[src/rtl/game_pkg.sv]
// -----------------------------------------------------------------------------
// game_pkg
// Shared types, default constants and two-digit BCD helpers for the
// whack-a-mole game controller.
//   game_state_t      : controller state encoding (IDLE, COUNTDOWN, PLAY, OVER)
//   *_DEF             : default parameter values for game_sequencer
//   MOLE_W            : number of moles / buttons
//   bcd2_inc/bcd2_dec : one-step BCD increment / decrement with digit carry
//   to_bcd2           : converts a small integer (0-99) to two BCD digits
// -----------------------------------------------------------------------------
package game_pkg;

    typedef enum logic [1:0] {
        IDLE      = 2'd0,
        COUNTDOWN = 2'd1,
        PLAY      = 2'd2,
        OVER      = 2'd3
    } game_state_t;

    localparam int         COUNTDOWN_SEC_DEF = 5;
    localparam int         GAME_SEC_DEF      = 30;
    localparam logic [7:0] SCORE_MAX_DEF     = 8'h99;
    localparam int         MOLE_W            = 5;

    // Units 9 -> 0 carries into the tens digit; tens 9 wraps to 0.
    function automatic logic [7:0] bcd2_inc(input logic [7:0] v);
        logic [3:0] tens;
        logic [3:0] units;
        tens  = v[7:4];
        units = v[3:0];
        if (units == 4'd9) begin
            units = 4'd0;
            tens  = (tens == 4'd9) ? 4'd0 : tens + 4'd1;
        end else begin
            units = units + 4'd1;
        end
        return {tens, units};
    endfunction

    // Units 0 -> 9 borrows from the tens digit; tens 0 wraps to 9.
    function automatic logic [7:0] bcd2_dec(input logic [7:0] v);
        logic [3:0] tens;
        logic [3:0] units;
        tens  = v[7:4];
        units = v[3:0];
        if (units == 4'd0) begin
            units = 4'd9;
            tens  = (tens == 4'd0) ? 4'd9 : tens - 4'd1;
        end else begin
            units = units - 4'd1;
        end
        return {tens, units};
    endfunction

    function automatic logic [7:0] to_bcd2(input int n);
        logic [3:0] tens;
        logic [3:0] units;
        tens  = 4'((n / 10) % 10);
        units = 4'(n % 10);
        return {tens, units};
    endfunction

endpackage

[src/rtl/game_sequencer_bcd2_counter.sv]
// -----------------------------------------------------------------------------
// bcd2_counter
// Two-digit BCD up/down counter with load. Priority: load, then inc, then dec.
// Increment saturates at MAX_VAL; decrement floors at 00.
// Ports:
//   clk        : system clock
//   reset      : asynchronous active-low reset (clears value to 00)
//   i_load     : load i_load_val
//   i_load_val : BCD value to load
//   i_inc      : increment by one (held at MAX_VAL)
//   i_dec      : decrement by one (held at 00)
//   o_value    : current BCD value
// -----------------------------------------------------------------------------
module bcd2_counter
    import game_pkg::*;
#(
    parameter logic [7:0] MAX_VAL = 8'h99
) (
    input  logic       clk,
    input  logic       reset,
    input  logic       i_load,
    input  logic [7:0] i_load_val,
    input  logic       i_inc,
    input  logic       i_dec,
    output logic [7:0] o_value
);

    logic [7:0] r_value;

    // BCD digit order matches binary order, so a plain compare is a valid
    // magnitude test for the saturation check.
    always_ff @(posedge clk or negedge reset) begin
        if (!reset) begin
            r_value <= 8'h00;
        end else if (i_load) begin
            r_value <= i_load_val;
        end else if (i_inc) begin
            if (r_value < MAX_VAL) begin
                r_value <= bcd2_inc(r_value);
            end
        end else if (i_dec) begin
            if (r_value != 8'h00) begin
                r_value <= bcd2_dec(r_value);
            end
        end
    end

    assign o_value = r_value;

endmodule

[src/rtl/game_sequencer.sv]
// -----------------------------------------------------------------------------
// game_sequencer
// Whack-a-mole game controller: pre-game countdown, timed play window, hit
// detection, BCD scoring and the packed display value, paced by a 1 Hz enable.
// Optional feature macro: MISS_PENALTY_EN -- when defined, a button edge on an
// unlit mole in PLAY (with no scoring hit that cycle) costs one point, floored
// at 00. When undefined the score only ever increments.
// Ports:
//   clk        : system clock (100 MHz)
//   reset      : asynchronous active-low reset
//   tick_1hz   : one-clk enable pulse once per second
//   start      : debounced start level; only a 0->1 edge is acted on
//   button_db  : debounced mole buttons
//   mole       : lit mole LEDs (one-hot or zero)
//   game_begin : high in PLAY
//   game_over  : high in OVER
//   hit_pulse  : one-clk pulse per scored hit
//   score_bcd  : two-digit BCD score
//   time_bcd   : two-digit BCD seconds remaining
//   disp_value : packed BCD value for the display controller
//   dbg_state  : current controller state (game_state_t encoding)
// -----------------------------------------------------------------------------
module game_sequencer
    import game_pkg::*;
#(
    parameter int         COUNTDOWN_SEC = COUNTDOWN_SEC_DEF,
    parameter int         GAME_SEC      = GAME_SEC_DEF,
    parameter logic [7:0] SCORE_MAX     = SCORE_MAX_DEF
) (
    input  logic              clk,
    input  logic              reset,
    input  logic              tick_1hz,
    input  logic              start,
    input  logic [MOLE_W-1:0] button_db,
    input  logic [MOLE_W-1:0] mole,
    output logic              game_begin,
    output logic              game_over,
    output logic              hit_pulse,
    output logic [7:0]        score_bcd,
    output logic [7:0]        time_bcd,
    output logic [31:0]       disp_value,
    output logic [1:0]        dbg_state
);

    localparam logic [7:0] COUNTDOWN_BCD = to_bcd2(COUNTDOWN_SEC);
    localparam logic [7:0] GAME_BCD      = to_bcd2(GAME_SEC);

    game_state_t       r_state;
    logic              r_start_q;
    logic [MOLE_W-1:0] r_button_q;
    logic [MOLE_W-1:0] r_mole_q;
    logic              r_armed;
    logic              r_hit_pulse;

    logic              w_start_rise;
    logic [MOLE_W-1:0] w_button_rise;
    logic              w_time_is_one;
    logic              w_last_tick;
    logic              w_enter_play;
    logic              w_hit;
    logic              w_miss;
    logic              w_time_load;
    logic [7:0]        w_time_load_val;
    logic              w_time_dec;
    logic              w_score_load;
    logic [7:0]        w_score;
    logic [7:0]        w_time;

    assign w_start_rise  = start & ~r_start_q;
    assign w_button_rise = button_db & ~r_button_q;
    assign w_time_is_one = (w_time == 8'h01);
    assign w_last_tick   = tick_1hz & w_time_is_one;
    assign w_enter_play  = (r_state == COUNTDOWN) && w_last_tick;

    // Multiple matching edges in one cycle reduce to a single hit.
    assign w_hit = (r_state == PLAY) && r_armed && (|(w_button_rise & mole));

`ifdef MISS_PENALTY_EN
    assign w_miss = (r_state == PLAY) && (|(w_button_rise & ~mole)) && !w_hit;
`else
    assign w_miss = 1'b0;
`endif

    // Time counter control: load on state entry, otherwise count down per tick.
    always_comb begin
        w_time_load     = 1'b0;
        w_time_load_val = 8'h00;
        w_time_dec      = 1'b0;
        case (r_state)
            IDLE, OVER: begin
                if (w_start_rise) begin
                    w_time_load     = 1'b1;
                    w_time_load_val = COUNTDOWN_BCD;
                end
            end
            COUNTDOWN: begin
                if (w_last_tick) begin
                    w_time_load     = 1'b1;
                    w_time_load_val = GAME_BCD;
                end else if (tick_1hz) begin
                    w_time_dec = 1'b1;
                end
            end
            PLAY: begin
                // The 01 -> 00 step is the ordinary floored decrement.
                w_time_dec = tick_1hz;
            end
            default: begin
                w_time_load = 1'b0;
            end
        endcase
    end

    assign w_score_load = ((r_state == IDLE) || (r_state == OVER)) && w_start_rise;

    bcd2_counter #(
        .MAX_VAL (SCORE_MAX)
    ) u_score (
        .clk        (clk),
        .reset      (reset),
        .i_load     (w_score_load),
        .i_load_val (8'h00),
        .i_inc      (w_hit),
        .i_dec      (w_miss),
        .o_value    (w_score)
    );

    bcd2_counter #(
        .MAX_VAL (8'h99)
    ) u_time (
        .clk        (clk),
        .reset      (reset),
        .i_load     (w_time_load),
        .i_load_val (w_time_load_val),
        .i_inc      (1'b0),
        .i_dec      (w_time_dec),
        .o_value    (w_time)
    );

    always_ff @(posedge clk or negedge reset) begin
        if (!reset) begin
            r_state     <= IDLE;
            r_start_q   <= 1'b0;
            r_button_q  <= '0;
            r_mole_q    <= '0;
            r_armed     <= 1'b0;
            r_hit_pulse <= 1'b0;
        end else begin
            r_start_q   <= start;
            r_button_q  <= button_db;
            r_mole_q    <= mole;
            r_hit_pulse <= w_hit;

            // A new mole appearing in the same cycle as a hit re-arms:
            // the hit consumed the old mole, the new one is still fair game.
            if (w_enter_play || (mole != r_mole_q)) begin
                r_armed <= 1'b1;
            end else if (w_hit) begin
                r_armed <= 1'b0;
            end

            case (r_state)
                IDLE, OVER: begin
                    if (w_start_rise) begin
                        r_state <= COUNTDOWN;
                    end
                end
                COUNTDOWN: begin
                    if (w_last_tick) begin
                        r_state <= PLAY;
                    end
                end
                PLAY: begin
                    if (w_last_tick) begin
                        r_state <= OVER;
                    end
                end
                default: begin
                    r_state <= IDLE;
                end
            endcase
        end
    end

    // Display mux is combinational so it tracks the counters with no extra stage.
    always_comb begin
        disp_value = 32'h0;
        case (r_state)
            COUNTDOWN: disp_value = {24'h0, w_time};
            PLAY:      disp_value = {16'h0, w_time, w_score};
            OVER:      disp_value = {24'h0, w_score};
            default:   disp_value = 32'h0;
        endcase
    end

    assign game_begin = (r_state == PLAY);
    assign game_over  = (r_state == OVER);
    assign hit_pulse  = r_hit_pulse;
    assign score_bcd  = w_score;
    assign time_bcd   = w_time;
    assign dbg_state  = r_state;

endmodule

[config.mk]
export PLATFORM = sky130hd
export DESIGN_NAME = game_sequencer
export DESIGN_NICKNAME = d
export VERILOG_FILES = /design/src/rtl/game_pkg.sv /design/src/rtl/game_sequencer_bcd2_counter.sv /design/src/rtl/game_sequencer.sv
export SDC_FILE = /design/constraint.sdc
export NUM_CORES = 1
export LEC_CHECK = 0
export CAP_MARGIN = 10
export CORE_AREA = 2 2 64 66
export CTS_BUF_LIST = sky130_fd_sc_hd__clkbuf_2 sky130_fd_sc_hd__clkbuf_4 sky130_fd_sc_hd__clkbuf_8
export DETAILED_ROUTE_END_ITERATION = 6
export DIE_AREA = 0 0 66 68
export GPL_TIMING_DRIVEN = 1
export PLACE_DENSITY = 0.92
export REMOVE_ABC_BUFFERS = 1
export SLEW_MARGIN = 10
export SYNTH_ARGS = -nofsm -noshare
export SYNTH_HDL_FRONTEND = slang
export SYNTH_SLANG_ARGS = --single-unit
[constraint.sdc]
create_clock -name clk -period 3 [get_ports clk]
set_input_delay 0.3 -clock clk [delete_from_list [all_inputs] [get_ports clk]]
set_output_delay 0.3 -clock clk [all_outputs]
set_load 0.02 [all_outputs]
==> results of run 1 <==
## worst reg2reg max path: stages (launching register included)
cell      delay (ns)
dfrtp_1         0.44
inv_1           0.13
ha_1            0.41
o211ai_1        0.22
a21o_1          0.26
or4_1           0.49
a21oi_1         0.14
## cells by family (layout without fill, tap and decap cells)
| logic type | count (synthesis) | after routing |
|---|---|---|
| AO/OA/AOI/OAI | 49 | 49 |
| XOR/XNOR | 7 | 7 |
| adder cells (fa/ha/maj) | 8 | 8 |
| buffers and inverters | 31 | 70 |
| flip-flops | 31 | 31 |
| multiplexers | 3 | 3 |
| other | 1 | 16 |
| AND/OR/NAND/NOR | 69 | 69 |
## sequential cells by signal (all words and copies together) (netlist names)
register and cells:
dbg_state 2, hit_pulse 1, r_armed 1, r_button_q 5, r_mole_q 5, r_start_q 1
u_score.o_value 8, u_time.o_value 8
## cell type report
| type | count | share of cell area, % |
|---|---|---|
| well taps | 50 | 2.55 |
| clock inverters | 3 | 1.78 |
| flip-flops and latches | 31 | 31.6 |
| multi-input cells | 152 | 38.8 |
| inverters | 10 | 1.53 |
| repair buffers | 52 | 21.0 |
| clock buffers | 5 | 2.80 |
## routing by layer
layer | global-route usage, % | up-vias
li1 | - | 775
met1 | 25.4 | 736
met2 | 34.0 | 76
met3 | 4.44 | 7
met4 | 11.0 | 0
met5 | 0 | -
## final timing paths
check | startpoint | endpoint | slack, ns
worst max register to register | dbg_state[1] | u_time.o_value[3] | 0.85
worst max-delay path | dbg_state[0] | disp_value[2] | 0.34
worst min register to register | r_armed | r_armed | 0.57
min in group clk | button_db[1] | r_button_q[1] | 0.48
worst min-delay path | reset | u_time.o_value[2] | 0.40
max in group asynchronous | reset | dbg_state[0] | 2.32
## cell usage after synthesis (3+ instances only)
cell type  instances  area share, %
a31oi_1            3            1.0
inv_1              9            1.8
mux2i_1            3            1.6
o21ai_0            4            1.1
nand3_1            5            1.4
xnor2_1            5            2.4
nor2_1            19            3.9
a21oi_1           13            3.5
a22oi_1            8            3.2
and2_1             9            3.0
nor3_1             3           0.81
nand3b_1           3            1.2
buf_4             16            6.5
or4_1              3            1.2
o31ai_1            3            1.2
ha_1               8            5.4
nand2b_1           4            1.4
nand2_1           12            2.4
clkbuf_1           3           0.61
dfrtp_1           31             42
o21ai_1            3           0.81
## per-stage QoR
| step | power [µW] | cells | setup slack (ns) |
|---|---|---|---|
| 6_report | 900 | 303 | 0.343 |
| 5_1_grt | 935 | 303 | 0.170 |
| 4_1_cts | 908 | 303 | 0.344 |
| 3_5_place_dp | 498 | 295 | 0.653 |
| 3_3_place_gp | 497 | 295 | 0.722 |
| 2_1_floorplan | 465 | 193 | 0.890 |
## power groups by stage
stage	clock (µW)	sequential [µW]	combinational (µW)
6_report	411	428	61.6
3_5_place_dp	0	436	61.9
5_1_grt	438	428	68.7
2_1_floorplan	0	436	29.8
4_1_cts	419	428	62.0
3_3_place_gp	0	436	61.0
==> impl_metrics.csv, run 1 <==
group,metric,value,unit
outcome,outcome,"complete, no violations",
drt,wl,4.18,mm
floorplan,dieArea,0.00449,mm²
timing,slew_viol_final,0,
worst_setup_path,critPathMaxStageDelay,0.55,ns
logic_synthesis,synth_top_family_by_area,"simple AND/OR/NAND/NOR gates",
global_route,grt_pass1_vias,1510,
worst_setup_path,arrival,2.36,ns
global_route,grt_antenna_before_repair,0,
global_route,track_usage,20.6,%
clock_network,post_cts_resized,0,
power,p_int,695,µW
cells_and_area,fin_util,63.7,%
placement,post_dp_cell_area,0.00234,mm²
drt,wl_per_cell,13.8,µm
floorplan,die_y,68,µm
worst_setup_path,cp.required,2.70,ns
logic_synthesis,synthXorXnorAreaFrac,3.32,%
clock_network,hold_buffers,0,
clock_network,tritoncts,"yes",
power,p_leak,0.00109,µW
drt,met2_length,1.91,mm
logic_synthesis,synth.avg_cell_area,9.29,µm²
logic_synthesis,ys_async_sr_fraction,100,%
placement,numPortBuffers,50,
cells_and_area,syn2layout_area_growth,32.8,%
logic_synthesis,muxShareOfSynthArea,1.62,%
floorplan,core_area,0.00386,mm²
logic_synthesis,synth_edf_count,0,
worst_setup_path,path_cells,"inv_1 > ha_1 > buf_4 > or2_1 > a22oi_1 > nor2_1 > clkdlybuf4s50_1",
global_route,grt_start_max_net_pins,32,
drt,drtPass1Iterations,4,
drt,first_iter_violations,78,
cells_and_area,final_net_count,274,
drt,dr_wl_met3,295,µm
worst_setup_path,slowest_stage,"clkdlybuf4s50_1",
logic_synthesis,ys_types,48,
worst_setup_path,cp_max_fo,15,
cells_and_area,drive_above_1_share,7.51,%
global_route,grt_pass1_wl,6.96,mm
cells_and_area,mostFrequentLayoutCells,"clkdlybuf4s50_1, dfrtp_1, nor2_1, conb_1, a21oi_1",
logic_synthesis,synth_ff_type,"dfrtp_1",
worst_setup_path,cp_num_buf_inv,3,
clock_network,htree_num_levels,2,
cells_and_area,fill_cells,326,
timing,finalCriticalPeriod,2.66,ns
logic_synthesis,yosysWarningCount,0,
power,pwr-share-seq,47.5,%
hold_path,hp-class,"primary input to async pin",
logic_synthesis,syn_area,0.00185,mm²
global_route,overflow,0,
cells_and_area,ff_latch_area,776,µm²
power,p_clk_share,45.6,%
placement,routabilityCongestion,0.857,
logic_synthesis,synth-adder-area-share,5.41,%
floorplan,initial_core_util,48.0,%
drt,drc,0,
power,switching_share,22.8,%
cells_and_area,diodes,0,
timing,relSlewSlack,63.4,%
worst_setup_path,critPathKind,"register to output pin",
run,cap_violations,0,
worst_setup_path,cp-start-kind,"register",
clock_network,postCtsSetupBuffers,0,
timing,rsz0062_at_grt,"no",
power,powerDensity,367,mW/mm²
timing,period_share,88.6,%
clock_network,clock_latency,0.29,ns
timing,tightestPinTransition,0.546,ns
timing,max_freq,376,MHz
cells_and_area,final_area,0.00246,mm²
logic_synthesis,synthSimpleGateAreaFrac,19.8,%
power,vdd_drop_max,0.312,mV
placement,dp_hpwl,3.05,mm
floorplan,std_cell_rows,23,
logic_synthesis,synth_compound_area_share,18.1,%
logic_synthesis,yosysSeqAreaShare,41.9,%
logic_synthesis,synthCells,199,
clock_network,cts.sinks,31,
worst_setup_path,worst-path-stages,7,
floorplan,num_io_pins,67,
drt,dr_total_vias,1594,
timing,hold_viol,0,
drt,top_layer,"met4",
cells_and_area,multiInputGateArea,952,µm²
drt,avgViaCountPerCell,5.26,
worst_setup_path,cp_top_family,"buffers and inverters",
timing,finClkSkew,0.00790,ns
floorplan,die_w,66,µm
timing,setup_tns,0,ns
worst_setup_path,endpoint_kind,"output pin",
clock_network,clockBufferDepth,2,
clock_network,path_clk_slew,0.07,ns
clock_network,cts_made_buffers,5,
cells_and_area,final_common_cell,"clkdlybuf4s50_1",
timing,holdWs,0.399,ns
power,power_switching,205,µW
worst_setup_path,ff2ff_path_depth,6,
clock_network,cts-root-buf,"clkbuf_8",
timing,finalSetupViolCount,0,
power,power.share.combinational,6.8,%
drt,met1_length,1.88,mm
logic_synthesis,synth_seq_cells,31,
drt,ant_nets,0,
(Power assumes the default switching activity.)
==> inputs of run 2 (changes only) <==
HOLD_SLACK_MARGIN = 0.12   (was default)
clock period = 3.44 ns   (was 3 ns; I/O delays follow)
==> run 2 against run 1 <==
Register-to-register slack gained 0.42 ns. Non-clock buffer count shrank 1. Global-route usage is essentially flat. Via count grew 0.94%. Flip-flop and latch count is the same. Hold slack gained 0.040 ns. Clock skew shrank 0.0014 ns. Combinational power shrank 13%. Power shrank 21%. First-iteration DRC count shrank 12%. Sequential share of layout area grew 0.41 points. Final cell count shrank 0.33%. Critical endpoint is now disp_value[4]. Largest power group unchanged. Highest routed layer unchanged.
==> impl_metrics.csv, run 2 (synthesis gave the netlist of run 1 again) <==
group,metric,value,unit
clock_network,htree_num_levels,2,
worst_setup_path,ff2ff_path_depth,6,
power,p_int,532,µW
power,switching_share,25.6,%
floorplan,std_cell_rows,23,
timing,rsz0062_at_grt,"no",
floorplan,num_io_pins,67,
floorplan,core_area,0.00386,mm²
clock_network,clockBufferDepth,2,
drt,dr_total_vias,1609,
drt,avgViaCountPerCell,5.33,
timing,relSlewSlack,62.0,%
hold_path,hp-class,"primary input to async pin",
power,power.share.combinational,7.5,%
drt,first_iter_violations,69,
clock_network,postCtsSetupBuffers,0,
worst_setup_path,r2r-end,"u_time.o_value[3]",
drt,wl,4.22,mm
cells_and_area,ff_latch_area,776,µm²
clock_network,post_cts_resized,0,
cells_and_area,mostFrequentLayoutCells,"clkdlybuf4s50_1, dfrtp_1, nor2_1, conb_1, a21oi_1",
power,vdd_drop_max,0.287,mV
power,pwr-share-seq,52.3,%
timing,max_freq,342,MHz
timing,hold_viol,0,
global_route,overflow,0,
cells_and_area,drive_above_1_share,7.14,%
cells_and_area,multiInputGateArea,952,µm²
power,power_switching,183,µW
worst_setup_path,cp_max_fo,15,
timing,tightestPinTransition,0.567,ns
placement,routabilityCongestion,0.839,
outcome,outcome,"complete, no violations",
clock_network,hold_buffers,0,
clock_network,path_clk_slew,0.07,ns
worst_setup_path,endpoint_kind,"output pin",
global_route,grt_pass1_vias,1507,
cells_and_area,fin_util,62.9,%
timing,setup_tns,0,ns
power,p_clk_share,40.2,%
cells_and_area,fill_cells,320,
clock_network,cts_made_buffers,5,
placement,numPortBuffers,50,
cells_and_area,final_net_count,273,
global_route,grt_pass1_wl,6.89,mm
drt,ant_nets,0,
clock_network,clock_latency,0.29,ns
worst_setup_path,r2r_start,"dbg_state[0]",
cells_and_area,syn2layout_area_growth,31.1,%
clock_network,cts-root-buf,"clkbuf_8",
floorplan,die_y,68,µm
worst_setup_path,arrival,2.58,ns
floorplan,dieArea,0.00449,mm²
worst_setup_path,rrSetupSlack,1.27,ns
global_route,grt_antenna_before_repair,0,
power,p_leak,0.00107,µW
drt,drc,0,
run,cap_violations,0,
clock_network,cts.sinks,31,
timing,finClkSkew,0.00650,ns
timing,finalCriticalPeriod,2.93,ns
floorplan,initial_core_util,48.0,%
floorplan,die_w,66,µm
worst_setup_path,cp.required,3.10,ns
cells_and_area,diodes,0,
cells_and_area,final_common_cell,"clkdlybuf4s50_1",
placement,dp_hpwl,3.08,mm
global_route,track_usage,20.6,%
timing,slew_viol_final,0,
global_route,grt_start_max_net_pins,32,
timing,period_share,85.1,%
power,powerDensity,295,mW/mm²
worst_setup_path,critPathKind,"register to output pin",
drt,wl_per_cell,14.0,µm
clock_network,tritoncts,"yes",
power,power.total,715,µW
worst_setup_path,cp-start-kind,"register",
drt,drtPass1Iterations,4,
worst_setup_path,crit_start,"dbg_state[0]",
timing,finalSetupViolCount,0,
[run 2: changes by cell type in the layout (fill, tap and decap cells not counted)]
| cell | before | now |
|---|---|---|
| clkinvlp_4 | 0 | 2 |
| buf_4 | 2 | 1 |
| bufinv_16 | 1 | 0 |
| clkinv_4 | 1 | 0 |
[run 2: final cells by class]
type	instances	area share (%)
Sequential cell	31	32.0
Clock inverter	3	0.826
Inverter	10	1.55
Tap cell	50	2.58
Timing Repair Buffer	51	20.9
Multi-Input combinational cell	152	39.3
Clock buffer	5	2.84
[run 2: metal layers]
layer,GRT usage [%],share of wire (%)
met5,0,0
met4,10.2,1.7
met3,4.93,6.6
met2,34.6,48
met1,24.9,43
[run 2: worst max path at each step]
stage                        end  cells after the start
6_report           disp_value[4]                      6
4_1_cts            disp_value[4]                      6
5_1_grt            disp_value[6]                      6
3_5_place_dp       disp_value[4]                      6
3_3_place_gp       disp_value[4]                      6
2_1_floorplan  u_time.o_value[3]                      6
[run 2: per-stage QoR]
stage	instances	setup slack, ns	hold slack (ns)	instance area (µm²)
after floorplan	193	1.33	0.0484	1770
after CTS	302	0.526	0.447	2420
after global routing	302	0.364	0.510	2420
after detailed placement	294	0.863	0.536	2340
after global placement	294	0.980	0.529	2340
final	302	0.513	0.439	2420
[run 2: critical path, cell delays in order (launching register included)]
cell             delay (ns)
dfrtp_1                0.43
inv_1                  0.14
ha_1                   0.47
or2_1                  0.34
a22oi_1                0.12
nor2_1                 0.16
clkdlybuf4s50_1        0.63
[run 2: power groups by stage]
stage | logic [µW] | clock network (µW) | registers (µW)
finish | 53.9 | 287 | 373
global route | 60.2 | 308 | 374
CTS | 54.5 | 291 | 373
detailed placement | 54.1 | 0 | 380
global placement | 53.3 | 0 | 380
floorplan | 26.0 | 0 | 380
